## src/rtl/tail_light_seq.sv

```systemverilog
// Tail-light sequencer with N lamps per side and a built-in tick prescaler.
// Driver requests are sampled only on prescaler ticks. Each tick picks a mode
// by priority (alarm, hazard, left, right, brake, idle) and advances the
// pattern phase of that mode. Lamp outputs are registered and are computed
// from the next state, so they change on the tick edge with no extra latency.
module tail_light_seq #(
  parameter int N_LAMPS = 3,
  parameter int PRESC   = 1
) (
  input  logic               clk,
  input  logic               reset,
  input  logic               left,
  input  logic               right,
  input  logic               brake,
  input  logic               alarm,
  output logic [N_LAMPS-1:0] l,
  output logic [N_LAMPS-1:0] r,
  output logic [2:0]         mode,
  output logic               tick
);

  localparam int CW = (PRESC > 1) ? $clog2(PRESC) : 1;
  localparam int PW = $clog2(N_LAMPS + 1);

  localparam logic [CW-1:0]      CNT_LAST = CW'(PRESC - 1);
  localparam logic [CW-1:0]      CNT_ZERO = {CW{1'b0}};
  localparam logic [CW-1:0]      CNT_ONE  = CW'(1);
  localparam logic [PW-1:0]      PH_ZERO  = {PW{1'b0}};
  localparam logic [PW-1:0]      PH_ONE   = PW'(1);
  localparam logic [PW-1:0]      PH_LAST  = PW'(N_LAMPS);
  localparam logic [N_LAMPS-1:0] ALL_ON   = {N_LAMPS{1'b1}};
  localparam logic [N_LAMPS-1:0] ALL_OFF  = {N_LAMPS{1'b0}};

  typedef enum logic [2:0] {
    M_IDLE   = 3'd0,
    M_LEFT   = 3'd1,
    M_RIGHT  = 3'd2,
    M_BRAKE  = 3'd3,
    M_HAZARD = 3'd4,
    M_ALARM  = 3'd5
  } mode_e;

  logic [CW-1:0]      cnt_r;
  mode_e              mode_r;
  logic [PW-1:0]      phase_r;
  logic               brk_r;
  logic [N_LAMPS-1:0] l_r;
  logic [N_LAMPS-1:0] r_r;

  logic               tick_s;
  mode_e              req_s;
  logic               same_s;
  mode_e              mode_nxt_s;
  logic [PW-1:0]      phase_nxt_s;
  logic               brk_nxt_s;
  logic [CW-1:0]      cnt_nxt_s;
  logic [N_LAMPS-1:0] l_nxt_s;
  logic [N_LAMPS-1:0] r_nxt_s;

  // Thermometer code: the lowest 'ph' lamps lit, counted from the inner lamp.
  function automatic logic [N_LAMPS-1:0] thermo(input logic [PW-1:0] ph);
    logic [N_LAMPS-1:0] t;
    for (int i = 0; i < N_LAMPS; i++) begin
      t[i] = (ph > PW'(i));
    end
    return t;
  endfunction

  assign tick_s = (cnt_r == CNT_LAST);
  // Held low while reset is asserted; constant high for PRESC=1 otherwise.
  assign tick   = reset & tick_s;

  // Prescaler wrap and request priority encoder.
  always_comb begin
    cnt_nxt_s = tick_s ? CNT_ZERO : (cnt_r + CNT_ONE);
    if (alarm) begin
      req_s = M_ALARM;
    end else if (left && right) begin
      req_s = M_HAZARD;
    end else if (left) begin
      req_s = M_LEFT;
    end else if (right) begin
      req_s = M_RIGHT;
    end else if (brake) begin
      req_s = M_BRAKE;
    end else begin
      req_s = M_IDLE;
    end
    same_s = (req_s == mode_r);
  end

  // Next mode/phase/brake sample; state only moves on tick edges.
  always_comb begin
    mode_nxt_s  = mode_r;
    phase_nxt_s = phase_r;
    brk_nxt_s   = brk_r;
    if (tick_s) begin
      brk_nxt_s = brake;
      case (mode_r)
        M_LEFT, M_RIGHT: begin
          if (same_s) begin
            phase_nxt_s = (phase_r >= PH_LAST) ? PH_ZERO : (phase_r + PH_ONE);
          end else begin
            mode_nxt_s  = req_s;
            phase_nxt_s = PH_ONE;
          end
        end
        M_HAZARD, M_ALARM: begin
          if (same_s) begin
            phase_nxt_s = (phase_r == PH_ONE) ? PH_ZERO : PH_ONE;
          end else begin
            mode_nxt_s  = req_s;
            phase_nxt_s = PH_ONE;
          end
        end
        M_IDLE, M_BRAKE: begin
          if (same_s) begin
            phase_nxt_s = PH_ONE;
          end else begin
            mode_nxt_s  = req_s;
            phase_nxt_s = PH_ONE;
          end
        end
        default: begin
          // Unreachable encodings fall back to a quiet state.
          mode_nxt_s  = M_IDLE;
          phase_nxt_s = PH_ONE;
        end
      endcase
    end else begin
      mode_nxt_s  = mode_r;
      phase_nxt_s = phase_r;
    end
  end

  // Lamp pattern decoded from the next state, so it lands on the tick edge.
  always_comb begin
    l_nxt_s = ALL_OFF;
    r_nxt_s = ALL_OFF;
    case (mode_nxt_s)
      M_IDLE: begin
        l_nxt_s = ALL_OFF;
        r_nxt_s = ALL_OFF;
      end
      M_BRAKE: begin
        l_nxt_s = ALL_ON;
        r_nxt_s = ALL_ON;
      end
      M_LEFT: begin
        l_nxt_s = thermo(phase_nxt_s);
        r_nxt_s = brk_nxt_s ? ALL_ON : ALL_OFF;
      end
      M_RIGHT: begin
        l_nxt_s = brk_nxt_s ? ALL_ON : ALL_OFF;
        r_nxt_s = thermo(phase_nxt_s);
      end
      M_HAZARD: begin
        l_nxt_s = (phase_nxt_s == PH_ONE) ? ALL_ON : ALL_OFF;
        r_nxt_s = (phase_nxt_s == PH_ONE) ? ALL_ON : ALL_OFF;
      end
      M_ALARM: begin
        l_nxt_s = (phase_nxt_s == PH_ONE) ? ALL_ON : ALL_OFF;
        r_nxt_s = (phase_nxt_s == PH_ONE) ? ALL_OFF : ALL_ON;
      end
      default: begin
        l_nxt_s = ALL_OFF;
        r_nxt_s = ALL_OFF;
      end
    endcase
  end

  // Sequencer state, prescaler and registered lamp outputs.
  always_ff @(posedge clk or negedge reset) begin
    if (!reset) begin
      cnt_r   <= CNT_ZERO;
      mode_r  <= M_IDLE;
      phase_r <= PH_ZERO;
      brk_r   <= 1'b0;
      l_r     <= ALL_OFF;
      r_r     <= ALL_OFF;
    end else begin
      cnt_r   <= cnt_nxt_s;
      mode_r  <= mode_nxt_s;
      phase_r <= phase_nxt_s;
      brk_r   <= brk_nxt_s;
      l_r     <= l_nxt_s;
      r_r     <= r_nxt_s;
    end
  end

  assign l    = l_r;
  assign r    = r_r;
  assign mode = mode_r;

endmodule

```

## config.mk

```make
export PLATFORM = sky130hd
export DESIGN_NAME = tail_light_seq
export DESIGN_NICKNAME = d
export VERILOG_FILES = /design/src/rtl/tail_light_seq.sv
export SDC_FILE = /design/constraint.sdc
export NUM_CORES = 1
export LEC_CHECK = 0
export BUFFER_PORTS_ARGS = -buffer_cell sky130_fd_sc_hd__buf_2
export CORE_AREA = 2 2 39 41
export DETAILED_ROUTE_END_ITERATION = 8
export DIE_AREA = 0 0 41 43
export PLACE_DENSITY = 0.79
export SETUP_SLACK_MARGIN = 0.05
export SYNTH_ARGS = -nofsm -noshare
export SYNTH_HDL_FRONTEND = slang
export SYNTH_SLANG_ARGS = --single-unit
export TNS_END_PERCENT = 1
```

## constraint.sdc

```tcl
create_clock -name clk -period 3.9 [get_ports clk]
set_clock_uncertainty 0.05 [all_clocks]
set_input_delay 0.39 -clock clk [delete_from_list [all_inputs] [get_ports clk]]
set_output_delay 0.39 -clock clk [all_outputs]
set_load 0.01 [all_outputs]
```

# Word level (Yosys, flattened, before mapping)
# Index checks and enable logic that the tools add are counted.
[classes]
n_addsub = 2
magnitude_cmp = 4
eq_ne = 13
n_mux = 21
bitwise_logic = 2
reduce_logical = 6
[op_table]
columns = ["cell", "count"]
rows = [
  ["3-bit two-way mux", 8],
  ["3-bit case mux with 5 select lines", 1],
  ["3-bit by 2-bit equality test with 1-bit output (second input constant)", 4],
  ["3-bit equality test (second input constant)", 4],
  ["2-bit two-way mux", 6],
  ["3-bit case mux with 4 select lines", 1],
  ["3-bit by 1-bit equality test with 1-bit output (second input constant)", 2],
  ["2-bit OR reduction", 3],
  ["6-bit OR reduction", 1],
  ["2-bit by 1-bit equality test with 1-bit output (second input constant)", 2],
  ["2-bit by 1-bit greater-than comparator with 1-bit output (second input constant)", 2],
  ["1-bit two-way mux", 4],
  ["2-bit case mux with 2 select lines", 1],
  ["3-bit equality test", 1],
  ["3-bit logical NOT", 1],
  ["2-bit by 1-bit adder with 2-bit output (second input constant)", 1],
  ["2-bit >= comparator (second input constant)", 1],
  ["2-bit greater-than comparator (second input constant)", 1],
  ["1-bit adder (second input constant)", 1],
  ["1-bit bitwise AND", 1],
  ["1-bit logical AND", 1],
  ["1-bit inverter", 1],
]
[totals]
regBits = 13
inputBits = 6
wordCells = 54

# Depth between registers and ports, before layout
[depth]
ltp_word = 12
ltp_mapped = 7
mapped_depth_nobuf = 7

# Least setup slack after synthesis
# OpenSTA, ideal clock, no wires.
[synth_path]
path_type = "input port to flip-flop"
start = "input port alarm"
end = "register l_r[0] (netlist: l[0])"
arrival_ps = 1689
required_time_ps = 3712
path_slack_ps = 2022
stages = 5
cell_sequence = "o21bai_1 or4b_4 a221o_1 o31ai_2 nand3_1"
[synth_between]
elab_chain_len = 8
[synth_rtl]
columns = ["item", "line_no", "text"]
rows = [
  ["start: declaration", "15", "input logic alarm,"],
  ["3-bit two-way mux (*)", "76", "if (alarm) begin"],
  ["3-bit equality test (*)", "89", "same_s = (req_s == mode_r);"],
  ["1-bit two-way mux / 2-bit two-way mux (equally long branches)", "109, 101", ""],
  ["2-bit case mux with 2 select lines (*)", "99", "case (mode_r)"],
  ["2-bit two-way mux (*)", "97", "if (tick_s) begin"],
  ["via phase_nxt_s[0]", "54", "logic [PW-1:0] phase_nxt_s;"],
  ["2-bit by 1-bit equality test with 1-bit output", "158, 162", ""],
  ["3-bit two-way mux", "158, 162", ""],
  ["3-bit case mux with 4 select lines (*)", "140", "case (mode_nxt_s)"],
  ["via l_nxt_s[0]", "57", "logic [N_LAMPS-1:0] l_nxt_s;"],
  ["end signal: assignment", "186", "l_r <= l_nxt_s;"],
  ["end: declaration", "47", "logic [N_LAMPS-1:0] l_r;"],
]
# The timed path passes the listed nets; every way through them passes the cells marked *.

# Worst setup path after layout
[layout_path]
start = "register mode_r[2] (netlist: mode[2])"
end = "register l_r[0] (netlist: l[0])"
[layout_between]
elab_chain_len = 7
[layout_rtl]
columns = ["item", "line_no", "text"]
rows = [
  ["start: declaration", "44", "mode_e mode_r;"],
  ["start signal: assignment", "183", "mode_r <= mode_nxt_s;"],
  ["3-bit equality test, or another cell as far along", "89", ""],
  ["1-bit two-way mux, or another cell as far along", "109", "if (same_s) begin"],
  ["2-bit case mux with 2 select lines (*)", "99", ""],
  ["2-bit two-way mux (*)", "97", ""],
  ["via phase_nxt_s[0]", "54", ""],
  ["2-bit by 1-bit equality test with 1-bit output", "158, 162", ""],
  ["3-bit two-way mux", "158, 162", ""],
  ["3-bit case mux with 4 select lines (*)", "140", ""],
  ["via l_nxt_s[0]", "57", ""],
]
# Marked as above.

==> flow_metrics.py <==
metrics = {
    "outcome": {
        "status": "finished clean",
    },
    "min_path": {
        "min_path_type": "primary input to register",
        "hold_depth": 3,
        "hp-start": "alarm",
        "whs_endpoint": "mode[0]",
    },
    "synthesis": {
        "synthXorXnorAreaFrac": 0.0135,
        "synth_top_family_by_area": "simple AND/OR/NAND/NOR gates",
        "ys.flop_type": "dfrtp_1",
        "synth-simple-area-share": 0.272,
        "synth_fp_nets": 77,
        "synth.cell_area_um2": 648,
        "synth_compound_area_frac": 0.222,
        "netlist-cell-type-count": 29,
        "ys_ff_latch": 11,
        "synth_edf_count": 0,
        "yosysWarnings": 0,
        "synth.avg_cell_area_um2": 9.39,
        "yosysSeqAreaShare": 0.425,
        "synth_fa_ha_area_frac": 0.0386,
        "synthCells": 69,
        "yosys-mux-area-fraction": 0,
        "synthArstFlopShare": 1.00,
    },
    "clock_network": {
        "cts_tree": "yes",
        "cts_sinks": 11,
        "clockBufferDepth": 2,
        "postCtsSetupRepairBufs": 0,
        "insertion_delay_ns": 0.27,
        "clockRootBuffer": "clkbuf_4",
        "cts.clk_slew.worst_paths_ns": 0.07,
        "cts_buffers": 3,
        "htree_levels": 1,
    },
    "global_route": {
        "gr-total-overflow": 0,
        "grt_util_all_layers": 0.197,
        "grt_start_max_net_pins": 13,
        "antenna_found_initial": 0,
        "grt_pass1_vias": 517,
        "grt_pass1_wl_um": 2240,
    },
    "layout": {
        "final_common_cell": "buf_2",
        "insertedDiodeCount": 0,
        "area.growth.synth_to_final_pct": 18.5,
        "regArea_um2": 275,
        "finalInstanceArea_um2": 768,
        "multi_input_area_um2": 354,
        "nets": 96,
        "drive_above_1_share": 0.253,
        "nFillCells": 129,
        "utilization": 0.555,
        "layout_common_cells": "buf_2, dfrtp_1, nand3_1",
    },
    "sta": {
        "maxSlewHeadroom": 0.670,
        "worst_pin_slew_ns": 0.491,
        "final.setup.tns_ns": 0,
        "setup_viol": 0,
        "layout_min_cycle_time_ns": 1.94,
        "clock.fmax_mhz": 515,
        "hold_viol_final": 0,
        "period_share": 0.498,
        "slew_viol_final": 0,
        "rsz0062_at_grt": "false",
    },
    "routing": {
        "drcViolationCount": 0,
        "drt_wl_total_um": 1340,
        "vias": 588,
        "ant_nets": 0,
        "initialDrtViolationCount": 11,
        "viasPerCell": 5.71,
        "routedWlPerCell_um": 13.0,
        "first_pass_iters": 4,
    },
    "setup_path": {
        "crit_family": "simple AND/OR/NAND/NOR gates",
        "slowest_stage": "or4b_4",
        "cp_data_arrival_time_ns": 2.03,
        "critPathKind": "register to register",
        "path_buf_inv": 0,
        "critical_path_depth": 4,
        "crit_path_end_kind": "register",
        "worst_r2r_endpoint": "l[0]",
        "cpPeakStageDelay_ns": 0.59,
        "r2r_setup_slack_ns": 1.96,
        "critPathMaxFanout": 12,
        "crit_chain": "or4b_4 -> a221o_1 -> o31ai_2 -> nand3_1",
        "r2r_start": "mode[2]",
        "worstPathRequired_ns": 3.99,
        "crit_path_start_kind": "register",
        "r2r_cells": 4,
    },
    "die": {
        "dieArea_um2": 1760,
        "floorplan.initialDensity": 0.468,
        "coreArea_um2": 1380,
        "io_pins": 16,
        "fp.dieW_um": 41,
        "die_h_um": 43,
        "num_rows": 14,
    },
    "placed_design": {
        "placed_area_um2": 732,
        "numPortBuffers": 15,
        "place_congestion": 0.868,
        "dp_hpwl_um": 1050,
    },
    "flow_run": {
        "drv_cap": 0,
    },
    "power_and_ir_drop": {
        "ir_drop_uv": 216,
        "power.density_nw_per_um2": 369,
        "leakage_nw": 0.338,
    },
}
[per-stage QoR]
| step | cells | power, mW | setup WS [ns] | hold slack, ns |
|---|---|---|---|---|
| 2_1_floorplan | 69 | 0.181 | 2.02 | 0.0444 |
| 3_3_place_gp | 98 | 0.205 | 1.85 | 0.214 |
| 3_5_place_dp | 98 | 0.207 | 1.80 | 0.221 |
| 4_1_cts | 103 | 0.287 | 1.96 | 0.355 |
| 5_1_grt | 103 | 0.303 | 1.84 | 0.388 |
| 6_report | 103 | 0.283 | 1.96 | 0.363 |
[cell type report]
| class | instances | share of cell area |
|---|---|---|
| clock buffer | 4 | 0.0342 |
| inverter | 2 | 0.00977 |
| multi-input combinational | 54 | 0.461 |
| sequential | 11 | 0.358 |
| tap | 16 | 0.0261 |
| timing repair buffer | 16 | 0.111 |
[sequential cells by signal, indices dropped and copies added (netlist names)]
name,flops
r,3
phase_r,2
mode,3
l,3
[kinds of logic after synthesis]
| kind of cell | after synthesis |
|---|---|
| xor+xnor | 1 |
| fa+ha+maj | 2 |
| flops | 11 |
| compound gates | 18 |
| buf+inv | 4 |
| simple gates | 33 |
[cell usage after synthesis (2+ instances only)]
cell | number | share of area
nor2_1 | 5 | 0.029
nand3_1 | 8 | 0.062
o21ai_0 | 3 | 0.023
ha_1 | 2 | 0.039
nor3_1 | 3 | 0.023
and2_1 | 4 | 0.039
or3_1 | 3 | 0.029
a32oi_1 | 2 | 0.027
dfrtp_1 | 11 | 0.42
inv_1 | 2 | 0.012
o31ai_2 | 2 | 0.039
o21bai_1 | 2 | 0.023
nand2b_1 | 2 | 0.019
nand2_1 | 5 | 0.029
[repair_timing]
action | 4_1_cts | 5_1_grt
hold buffers | 1 | 0
resized for setup | 0 | 0
endpoints found under the hold margin | 11 | 0
[worst min-delay path: cells and delay by family]
kind,cells,cell delay [ns]
AO/OA/AOI/OAI,1,0.06
buffers and inverters,2,0.20
[how the worst max path moves through the flow]
stage | from | end | slack [ns]
after global routing | mode[2] | l[0] | 1.84
after detailed placement | alarm | l[0] | 1.80
final | mode[2] | l[0] | 1.96
after CTS | mode[2] | l[0] | 1.96
after floorplan | alarm | l[0] | 2.02
after global placement | alarm | l[0] | 1.85
[where the power goes]
part           switching, mW  leakage, nW  total (mW)  internal, mW
Combinational         0.0427        0.192      0.0718        0.0292
Clock                 0.0377       0.0150      0.0774        0.0397
Sequential           0.00804        0.131       0.134         0.126
Total                 0.0885        0.338       0.283         0.195
[metal layers]
metal,routed length [µm],global-route usage
met1,579,0.239
met3,66,0.0471
met2,635,0.278
met4,61,0.160
met5,0,0
(Power assumes the default switching activity.)
